### config.mk
export PLATFORM = sky130hd
export DESIGN_NAME = mem_arbiter
export DESIGN_NICKNAME = d
export VERILOG_FILES = /design/src/rtl/mem_arbiter.sv
export SDC_FILE = /design/constraint.sdc
export NUM_CORES = 1
export LEC_CHECK = 0
export CORE_AREA = 5 5 284 286
export DETAILED_ROUTE_END_ITERATION = 8
export DIE_AREA = 0 0 289 291
export HOLD_SLACK_MARGIN = 0.15
export SYNTH_ARGS = -nofsm -noshare
export SYNTH_HDL_FRONTEND = slang
export SYNTH_SLANG_ARGS = --single-unit
### constraint.sdc
create_clock -name clk -period 3.46 [get_ports clk]
set_input_delay 0.346 -clock clk [delete_from_list [all_inputs] [get_ports clk]]
set_output_delay 0.346 -clock clk [all_outputs]
set_load 0.02 [all_outputs]
### src/rtl/mem_arbiter.sv
// Purpose: shares one main-memory line port between I-cache fills and D-cache fills/write-backs.
// Latency: grant edge -> mem_req_o next cycle; mem_resp_i -> requester resp pulse next cycle.
// Backpressure: requesters hold req until their resp pulse; one transaction in flight at a time.
module mem_arbiter #(
    parameter int ADDR_W    = 32,
    parameter int LINE_W    = 128,
    parameter int MEM_BYTES = 32768,
    parameter int TIMEOUT   = 16
) (
    input  logic              clk,
    input  logic              rst_n,
    // I-cache line fill port
    input  logic              ic_req_i,
    input  logic [ADDR_W-1:0] ic_addr_i,
    output logic              ic_resp_o,
    output logic [LINE_W-1:0] ic_rdata_o,
    output logic              ic_err_o,
    // D-cache fill / write-back port
    input  logic              dc_req_i,
    input  logic              dc_we_i,
    input  logic [ADDR_W-1:0] dc_addr_i,
    input  logic [LINE_W-1:0] dc_wdata_i,
    output logic              dc_resp_o,
    output logic [LINE_W-1:0] dc_rdata_o,
    output logic              dc_err_o,
    // main-memory line port
    output logic              mem_req_o,
    output logic              mem_we_o,
    output logic [ADDR_W-1:0] mem_addr_o,
    output logic [LINE_W-1:0] mem_wdata_o,
    input  logic              mem_resp_i,
    input  logic [LINE_W-1:0] mem_rdata_i
);

    typedef enum logic [1:0] {
        IDLE  = 2'd0,
        ISSUE = 2'd1,
        WAIT  = 2'd2,
        RESP  = 2'd3
    } state_t;

    localparam int                CNT_W      = $clog2(TIMEOUT + 1);
    // Last WAIT cycle: counter value TIMEOUT-1 means TIMEOUT cycles already spent waiting.
    localparam logic [CNT_W-1:0]  CNT_LAST   = CNT_W'(TIMEOUT - 1);
    localparam logic [ADDR_W-1:0] ADDR_LIMIT = ADDR_W'(MEM_BYTES);
    localparam logic              OWN_IC     = 1'b0;
    localparam logic              OWN_DC     = 1'b1;

    state_t            state_q, state_d;
    logic              owner_q, owner_d;      // requester owning the in-flight transaction
    logic              we_q, we_d;
    logic [ADDR_W-1:0] addr_q, addr_d;
    logic [LINE_W-1:0] wdata_q, wdata_d;
    logic [CNT_W-1:0]  cnt_q, cnt_d;
    logic              last_dc_q, last_dc_d;  // 1 = most recent grant went to the D-cache
    logic [LINE_W-1:0] ic_rdata_q, ic_rdata_d;
    logic              ic_err_q, ic_err_d;
    logic [LINE_W-1:0] dc_rdata_q, dc_rdata_d;
    logic              dc_err_q, dc_err_d;

    // Grant decision and result-load helpers (combinational).
    logic              grant_dc;
    logic [ADDR_W-1:0] grant_addr;
    logic              load_en;
    logic              load_owner;
    logic [LINE_W-1:0] load_rdata;
    logic              load_err;

    // State and datapath registers; reset puts everything idle with last grant = I-cache.
    always_ff @(posedge clk or negedge rst_n) begin
        if (!rst_n) begin
            state_q    <= IDLE;
            owner_q    <= OWN_IC;
            we_q       <= 1'b0;
            addr_q     <= '0;
            wdata_q    <= '0;
            cnt_q      <= '0;
            last_dc_q  <= 1'b0;
            ic_rdata_q <= '0;
            ic_err_q   <= 1'b0;
            dc_rdata_q <= '0;
            dc_err_q   <= 1'b0;
        end else begin
            state_q    <= state_d;
            owner_q    <= owner_d;
            we_q       <= we_d;
            addr_q     <= addr_d;
            wdata_q    <= wdata_d;
            cnt_q      <= cnt_d;
            last_dc_q  <= last_dc_d;
            ic_rdata_q <= ic_rdata_d;
            ic_err_q   <= ic_err_d;
            dc_rdata_q <= dc_rdata_d;
            dc_err_q   <= dc_err_d;
        end
    end

    // Next-state logic: arbitration in IDLE, range check, response/timeout handling in WAIT.
    always_comb begin
        state_d    = state_q;
        owner_d    = owner_q;
        we_d       = we_q;
        addr_d     = addr_q;
        wdata_d    = wdata_q;
        cnt_d      = cnt_q;
        last_dc_d  = last_dc_q;
        ic_rdata_d = ic_rdata_q;
        ic_err_d   = ic_err_q;
        dc_rdata_d = dc_rdata_q;
        dc_err_d   = dc_err_q;
        load_en    = 1'b0;
        load_owner = owner_q;
        load_rdata = '0;
        load_err   = 1'b0;

        // On a tie the D-cache wins unless it was the last one served.
        grant_dc         = dc_req_i && (!ic_req_i || !last_dc_q);
        grant_addr       = grant_dc ? dc_addr_i : ic_addr_i;
        grant_addr[3:0]  = 4'h0;

        case (state_q)
            IDLE: begin
                if (ic_req_i || dc_req_i) begin
                    owner_d   = grant_dc;
                    last_dc_d = grant_dc;
                    we_d      = grant_dc & dc_we_i;
                    addr_d    = grant_addr;
                    wdata_d   = grant_dc ? dc_wdata_i : '0;
                    cnt_d     = '0;
                    if (grant_addr >= ADDR_LIMIT) begin
                        // Out-of-range: answer with an error without touching memory.
                        state_d    = RESP;
                        load_en    = 1'b1;
                        load_owner = grant_dc;
                        load_err   = 1'b1;
                    end else begin
                        state_d = ISSUE;
                    end
                end
            end
            ISSUE: begin
                state_d = WAIT;
                cnt_d   = '0;
            end
            WAIT: begin
                // A response arriving in the final wait cycle still counts as success.
                if (mem_resp_i) begin
                    state_d    = RESP;
                    load_en    = 1'b1;
                    load_rdata = we_q ? '0 : mem_rdata_i;
                end else if (cnt_q == CNT_LAST) begin
                    state_d  = RESP;
                    load_en  = 1'b1;
                    load_err = 1'b1;
                end else begin
                    cnt_d = cnt_q + 1'b1;
                end
            end
            RESP: begin
                state_d = IDLE;
            end
            default: begin
                state_d = IDLE;
            end
        endcase

        // Result registers of the owning port change only when entering RESP, so they
        // hold their value until that port's next response.
        if (load_en) begin
            if (load_owner == OWN_DC) begin
                dc_rdata_d = load_rdata;
                dc_err_d   = load_err;
            end else begin
                ic_rdata_d = load_rdata;
                ic_err_d   = load_err;
            end
        end
    end

    assign mem_req_o   = (state_q == ISSUE);
    assign mem_we_o    = we_q;
    assign mem_addr_o  = addr_q;
    assign mem_wdata_o = wdata_q;

    assign ic_resp_o   = (state_q == RESP) && (owner_q == OWN_IC);
    assign dc_resp_o   = (state_q == RESP) && (owner_q == OWN_DC);
    assign ic_rdata_o  = ic_rdata_q;
    assign ic_err_o    = ic_err_q;
    assign dc_rdata_o  = dc_rdata_q;
    assign dc_err_o    = dc_err_q;

endmodule
==> qor.tcl, run 1 <==
set qor(status) {finished, final reports clean}
set qor(routed_length_on_met3_um) 5470
set qor(initial_drc_count) 406
set qor(grt_util_all_layers_pct) 13.3
set qor(finalPower_mw) 26.1
set qor(power_per_cell_area_nw_per_um2) 962
set qor(place_ws_ns) 0.283
set qor(cts_root_buffer) {sky130_fd_sc_hd__clkbuf_16}
set qor(timing.reg2reg.setup_slack_ns) 0.70
set qor(grt_max_degree) 147
set qor(worst-endpoint-arrival_ns) 3.20
set qor(fp.dieH_um) 291
set qor(drt.antenna.violating_nets) 0
set qor(syn2layout_area_growth_pct) 61.0
set qor(hold_viol) 0
set qor(synthCells) 1182
set qor(synth.yosys.seq_area_share_pct) 62.7
set qor(number_of_max_slew_violations_in_the_final_report) 0
set qor(synth_flop_type) {sky130_fd_sc_hd__dfrtp_1}
set qor(portBuffers) 735
set qor(post-synth-top-count-cell) {sky130_fd_sc_hd__dfrtp_1}
set qor(die-area_um2) 84100
set qor(clk_lat_worst_skew_ns) 0.58
set qor(end_kind) {register}
set qor(grt_first_pass_wirelength_um) 86800
set qor(post_cts_buffers) 0
set qor(tritoncts.num_buffers) 46
set qor(grt_antenna_before_repair) 10
set qor(min-delay-path-class) {in2reg}
set qor(post-synth-top-area-fraction_pct) 62.7
set qor(timing.reg2reg.worst_path_depth) 8
set qor(met1Wirelength_um) 22100
set qor(synth_cell_area_um2) 16900
set qor(clk_path_buf_depth) 3
set qor(globalRoute.totalOverflow) 0
set qor(highest_layer) {met5}
set qor(clkSinkCount) 423
set qor(worst_slew_pin_slew_ns) 0.983
set qor(layout-drive-gt1-share_pct) 13.3
set qor(routedWlPerCell_um) 19.5
set qor(dr.pass1.iters) 4
set qor(post_synth_num_cell_types) 40
set qor(gp_congestion) 0.826
set qor(via_count_of_the_first_global_routing_pass) 13800
set qor(ys_seq_elements) 423
set qor(grt_setup_unrepaired) {no}
set qor(hold-path-cell-count) 2
set qor(number_of_enable_flip_flop_cells_after_synthesis) 0
set qor(fmaxAchievable_ghz) 0.362
set qor(routed_wirelength_um) 58900
set qor(yosys.area.top_type) {sky130_fd_sc_hd__dfrtp_1}
set qor(worst_ir_drop_vdd_mv) 0.500
set qor(drv.max_cap_violation_count) 0
set qor(pin_count) 748
set qor(cts_max_level) 2
set qor(place.detailed.hpwl_um) 44700
set qor(category_of_the_most_critical_setup_path) {reg2reg}
set qor(p_leak_nw) 12.1
set qor(worst_hold_slack_ns) 0.362
set qor(critPathLaunchType) {register}
set qor(dieWidth_um) 289
set qor(drcViolationCount) 0
set qor(route.vias.total) 12400
set qor(fin_setup_tns_ns) 0
set qor(syn-mean-instance-area_um2) 14.3
set qor(placeableCoreArea_um2) 78100
set qor(critical_path.max_fanout) 38
set qor(finalCritPeriodShare_pct) 79.8
set qor(layout.nets) 2260
set qor(setup_viol) 0
set qor(synth.cells.most_frequent) {sky130_fd_sc_hd__dfrtp_1, sky130_fd_sc_hd__mux2_2, sky130_fd_sc_hd__and2_1, sky130_fd_sc_hd__a22o_1, sky130_fd_sc_hd__mux2_1}
set qor(yosys-top-cells-area) {sky130_fd_sc_hd__dfrtp_1, sky130_fd_sc_hd__mux2_2, sky130_fd_sc_hd__mux2_1, sky130_fd_sc_hd__a22o_1, sky130_fd_sc_hd__and2_1}
set qor(asyncSetResetFlopFracSynth_pct) 100
set qor(clk_transition_reported_paths_ns) 0.06
set qor(via_per_inst) 4.11
set qor(clock-skew-final_ns) 0.0303
set qor(effective_utilization_at_floorplan_pct) 21.6
set qor(timing.final.crit_period_ns) 2.76
set qor(timing.slew.headroom_pct) 34.5
set qor(fp-row-count) 103
set qor(routed-wl-met2_um) 29400
set qor(cts_tree) {yes}
set qor(synth.yosys.warnings) 0
set qor(worst_path_required_ns) 3.90
set qor(final_worst_setup_slack_ns) 0.698
-- sequential cells by signal, summed over array words and instances, names as in the netlist --
signal and cells:
dc_rdata_o 128, dc_err_o 1, mem_wdata_o 128, last_dc_q 1, state_q 2, mem_addr_o 28, mem_we_o 1, ic_rdata_o 128
cnt_q 5, ic_err_o 1
-- cell type report --
class,instances,area (um2)
well taps,1050,1310
flip-flops and latches,423,10600
clock inverters,12,141
multi-input cells,671,5840
clock buffers,71,1380
inverters,6,22.5
fillers,7591,50900
repair buffers,780,7880
diodes,6,15.0
-- critical path, cell delays in order, from the launching register on --
cell and delay [ns]:
sky130_fd_sc_hd__dfrtp_1 0.56, sky130_fd_sc_hd__a21boi_4 0.11, sky130_fd_sc_hd__or4_1 0.40, sky130_fd_sc_hd__nor2_1 0.24, sky130_fd_sc_hd__nor3_2 0.14, sky130_fd_sc_hd__o31ai_4 0.29
sky130_fd_sc_hd__buf_12 0.28, sky130_fd_sc_hd__buf_12 0.20, sky130_fd_sc_hd__mux2_1 0.35
-- placed cells by master (no fill, tap or decap), drive strengths merged, types with 9 or more instances in the layout --
cell type | Yosys | final
nand2 | 39 | 39
clkbuf | 44 | 71
inv | 6 | 9
and2 | 130 | 130
mux2 | 256 | 256
a22o | 129 | 129
dfrtp | 423 | 423
o21ai | 36 | 36
buf | 41 | 45
nor2 | 11 | 11
mux2i | 28 | 28
clkdlybuf4s50 | 0 | 734
-- where the power goes --
part	internal [mW]	switching (mW)	leakage, nW	total [mW]
clock	2.89	2.01	0.739	4.90
combinational	6.29	6.45	5.71	12.7
sequential	7.16	1.33	5.67	8.50
total	16.3	9.80	12.1	26.1
-- logic make-up (layout without fill, tap and decap cells) --
logic type,after synthesis,in the layout,share of synthesized area [%]
muxes,284,284,18.7
and+or+nand+nor,197,197,6.58
buffers and inverters,91,869,2.92
DFF,423,423,62.7
AOI/OAI and AO/OA,180,180,8.55
other,1,10,0.0222
adders and majority gates,6,6,0.445
-- per-stage QoR --
stage | area, um2 | utilization [%] | cells
final | 27200 | 34.8 | 3019
after global routing | 27200 | 34.8 | 3013
after detailed placement | 25600 | 32.8 | 2929
after global placement | 25600 | 32.8 | 2929
after CTS | 27200 | 34.8 | 3013
after floorplan | 16900 | - | 1185
-- repair_timing --
| item | in CTS | in global routing |
|---|---|---|
| gates resized for setup | 0 | 0 |
| endpoints found under the hold margin | 100 | 0 |
| hold buffers | 1 | 0 |
-- final timing paths --
path | to | startpoint
max | ic_rdata_o[100] | last_dc_q
min | mem_wdata_o[8] | dc_wdata_i[8]
max reg2reg | ic_rdata_o[100] | last_dc_q
min reg2reg | mem_addr_o[22] | mem_addr_o[22]
max in group asynchronous | dc_rdata_o[127] | rst_n
min in group asynchronous | dc_rdata_o[68] | rst_n
-- per-layer routing --
metal / global-route usage (%) / vias up
met2: 23.2 / 523
met3: 4.82 / 89
met4: 4.61 / 6
met5: 0 / -
li1: - / 5683
met1: 14.8 / 6122
No activity file was read; power rests on OpenSTA's default activity.
==> run 2, diff against run 1 <==
- clock period: 3.46 -> 2.85 ns (I/O delays scaled with it)
==> run 2 against run 1 <==
Non-clock buffer count grew 22; setup slack lost 0.26 ns; clock-buffer cell count shrank 6; critical path depth is the same; combinational power grew 23%; first-iteration DRC count grew 23%; maximum frequency grew 14%; via count grew 1.6%; clock power grew 31%; critical path type unchanged; critical endpoint is now ic_rdata_o[52]; largest cell class unchanged.
==> qor.tcl, run 2 (synthesized netlist as in run 1, its figures left out) <==
set qor(pin_count) 748
set qor(timing.reg2reg.setup_slack_ns) 0.44
set qor(hold_viol) 0
set qor(ff_latch_area_um2) 10600
set qor(cts_root_buffer) {sky130_fd_sc_hd__clkbuf_16}
set qor(category_of_the_most_critical_setup_path) {reg2reg}
set qor(cts_tree) {yes}
set qor(power_per_cell_area_nw_per_um2) 1180
set qor(worst_path_max_delay_cell) {sky130_fd_sc_hd__dfrtp_1}
set qor(timing.slew.headroom_pct) 48.2
set qor(syn2layout_area_growth_pct) 62.9
set qor(fp-row-count) 103
set qor(worst_hold_slack_ns) 0.311
set qor(grt_setup_unrepaired) {no}
set qor(grt_antenna_before_repair) 11
set qor(critical_path.reg2reg.startpoint) {cnt_q[0]}
set qor(timing.reg2reg.worst_path_depth) 8
set qor(crit_path_buffers_inverters) 2
set qor(routedWlPerCell_um) 19.5
set qor(post_cts_buffers) 0
set qor(clk_transition_reported_paths_ns) 0.06
set qor(worst_ir_drop_vdd_mv) 0.731
set qor(fp.dieH_um) 291
set qor(layout.filler_cells) 7677
set qor(holdBufCountCts) 1
set qor(placeableCoreArea_um2) 78100
set qor(fin_setup_tns_ns) 0
set qor(placedInstanceArea_um2) 25800
set qor(worst_slew_pin_slew_ns) 0.777
set qor(via_per_inst) 4.15
set qor(min-delay-path-class) {in2reg}
set qor(clk_lat_worst_skew_ns) 0.56
set qor(globalRouteMet1Util_pct) 14.9
set qor(clkSinkCount) 423
set qor(hold-path-cell-count) 2
set qor(hold-path-endpoint) {mem_wdata_o[92]}
set qor(status) {finished, final reports clean}
set qor(multi_input_area_um2) 5840
set qor(layout_common_cells) {sky130_fd_sc_hd__clkdlybuf4s50_1, sky130_fd_sc_hd__dfrtp_1, sky130_fd_sc_hd__mux2_2}
set qor(routed_wirelength_um) 59200
set qor(number_of_max_slew_violations_in_the_final_report) 0
set qor(post_cts.resized_instances) 0
set qor(drt.antenna.violating_nets) 0
set qor(worst_r2r_endpoint) {ic_rdata_o[52]}
set qor(finish.instance_area_um2) 27500
set qor(end_kind) {register}
set qor(drv.max_cap_violation_count) 0
set qor(clk_path_buf_depth) 3
set qor(dr.pass1.iters) 4
set qor(critPathLaunchType) {register}
set qor(layout-drive-gt1-share_pct) 14.6
set qor(drcViolationCount) 0
set qor(portBuffers) 735
set qor(grt_first_pass_wirelength_um) 88100
set qor(dieWidth_um) 289
set qor(gp_congestion) 0.840
set qor(grt_max_degree) 147
set qor(timing.final.crit_period_ns) 2.41
set qor(clock-skew-final_ns) 0.0205
set qor(setup_viol) 0
set qor(grt_util_all_layers_pct) 13.4
set qor(grtUsageMet3_pct) 4.53
set qor(globalRoute.totalOverflow) 0
set qor(fmaxAchievable_ghz) 0.415
set qor(tritoncts.num_buffers) 49
set qor(via_count_of_the_first_global_routing_pass) 14000
set qor(largest_stage_delay_on_the_critical_path_ns) 0.39
set qor(die-area_um2) 84100
set qor(critical_path.cell_chain) {ha_1 -> and3_1 -> ha_1 -> o21ai_0 -> o31ai_4 -> buf_12 -> buf_12 -> mux2_1}
set qor(worst-endpoint-arrival_ns) 2.85
set qor(critical-path-top-delay-family) {compound AO/OA/AOI/OAI gates}
set qor(hp-start) {dc_wdata_i[92]}
set qor(final_common_cell) {sky130_fd_sc_hd__clkdlybuf4s50_1}
set qor(place.detailed.hpwl_um) 45100
set qor(layout.nets) 2285
set qor(globalRoute.busiestLayer) {met2}
set qor(finalCritPeriodShare_pct) 84.7
set qor(p_leak_nw) 12.3
set qor(global_route.usage.met2_pct) 24.1
set qor(effective_utilization_at_floorplan_pct) 21.6
set qor(cts_max_level) 2
set qor(route.vias.total) 12600
set qor(initial_drc_count) 499
set qor(worst_path_required_ns) 3.29
set qor(critical_path.max_fanout) 17
==> run 2: cell count changes in the layout (fill, tap and decap cells not counted), sizes merged <==
cell      change
inv           +1
diode         -1
clkbuf        -6
buf          +22
clkinvlp      -1
bufinv        +4
clkinv        +6
==> run 2: layout make-up <==
type / count / share of cell area, %
Inverter: 6 / 0.0820
Clock inverter: 22 / 1.02
Timing Repair Buffer: 802 / 29.3
Clock buffer: 65 / 4.97
Tap cell: 1050 / 4.78
Sequential cell: 423 / 38.5
Antenna cell: 5 / 0.0455
Multi-Input combinational cell: 671 / 21.3
==> run 2: worst max-delay path by stage <==
| stage | start | to | slack [ns] | depth (start not counted) |
|---|---|---|---|---|
| final | cnt_q[0] | ic_rdata_o[52] | 0.44 | 8 |
| after global routing | cnt_q[0] | ic_rdata_o[103] | 0.28 | 8 |
| after CTS | cnt_q[0] | ic_rdata_o[57] | 0.43 | 8 |
| after detailed placement | ic_addr_i[24] | ic_rdata_o[55] | 0.02 | 9 |
| after global placement | ic_req_i | ic_rdata_o[9] | 0.01 | 9 |
| after floorplan | state_q[0] | ic_rdata_o[100] | 0.45 | 9 |
==> run 2: power by group <==
part,switching (mW),internal (mW),leakage [nW]
combinational,7.87,7.77,5.83
sequential,1.60,8.70,5.67
clock,2.52,3.91,0.817
==> run 2: per-layer routing <==
layer,up-vias,part of all wire [%]
li1,5737,-
met4,8,3.0
met2,522,51
met3,93,9.0
met5,-,0.093
met1,6260,37
==> run 2: metrics by stage <==
| stage | total power, mW | util, % | cells | setup slack, ns |
|---|---|---|---|---|
| finish | 32.4 | 35.2 | 3044 | 0.437 |
| global route | 34.1 | 35.2 | 3039 | 0.282 |
| CTS | 32.9 | 35.2 | 3039 | 0.425 |
| detailed placement | 26.3 | 33.0 | 2951 | 0.0194 |
| global placement | 26.0 | 33.0 | 2951 | 0.0139 |
| floorplan | 17.8 | - | 1185 | 0.451 |
==> run 2: worst reg2reg max path, stage by stage, from the launching register on <==
cell                      delay, ns
sky130_fd_sc_hd__dfrtp_1       0.39
sky130_fd_sc_hd__ha_1          0.21
sky130_fd_sc_hd__and3_1        0.18
sky130_fd_sc_hd__ha_1          0.20
sky130_fd_sc_hd__o21ai_0       0.17
sky130_fd_sc_hd__o31ai_4       0.36
sky130_fd_sc_hd__buf_12        0.22
sky130_fd_sc_hd__buf_12        0.21
sky130_fd_sc_hd__mux2_1        0.35
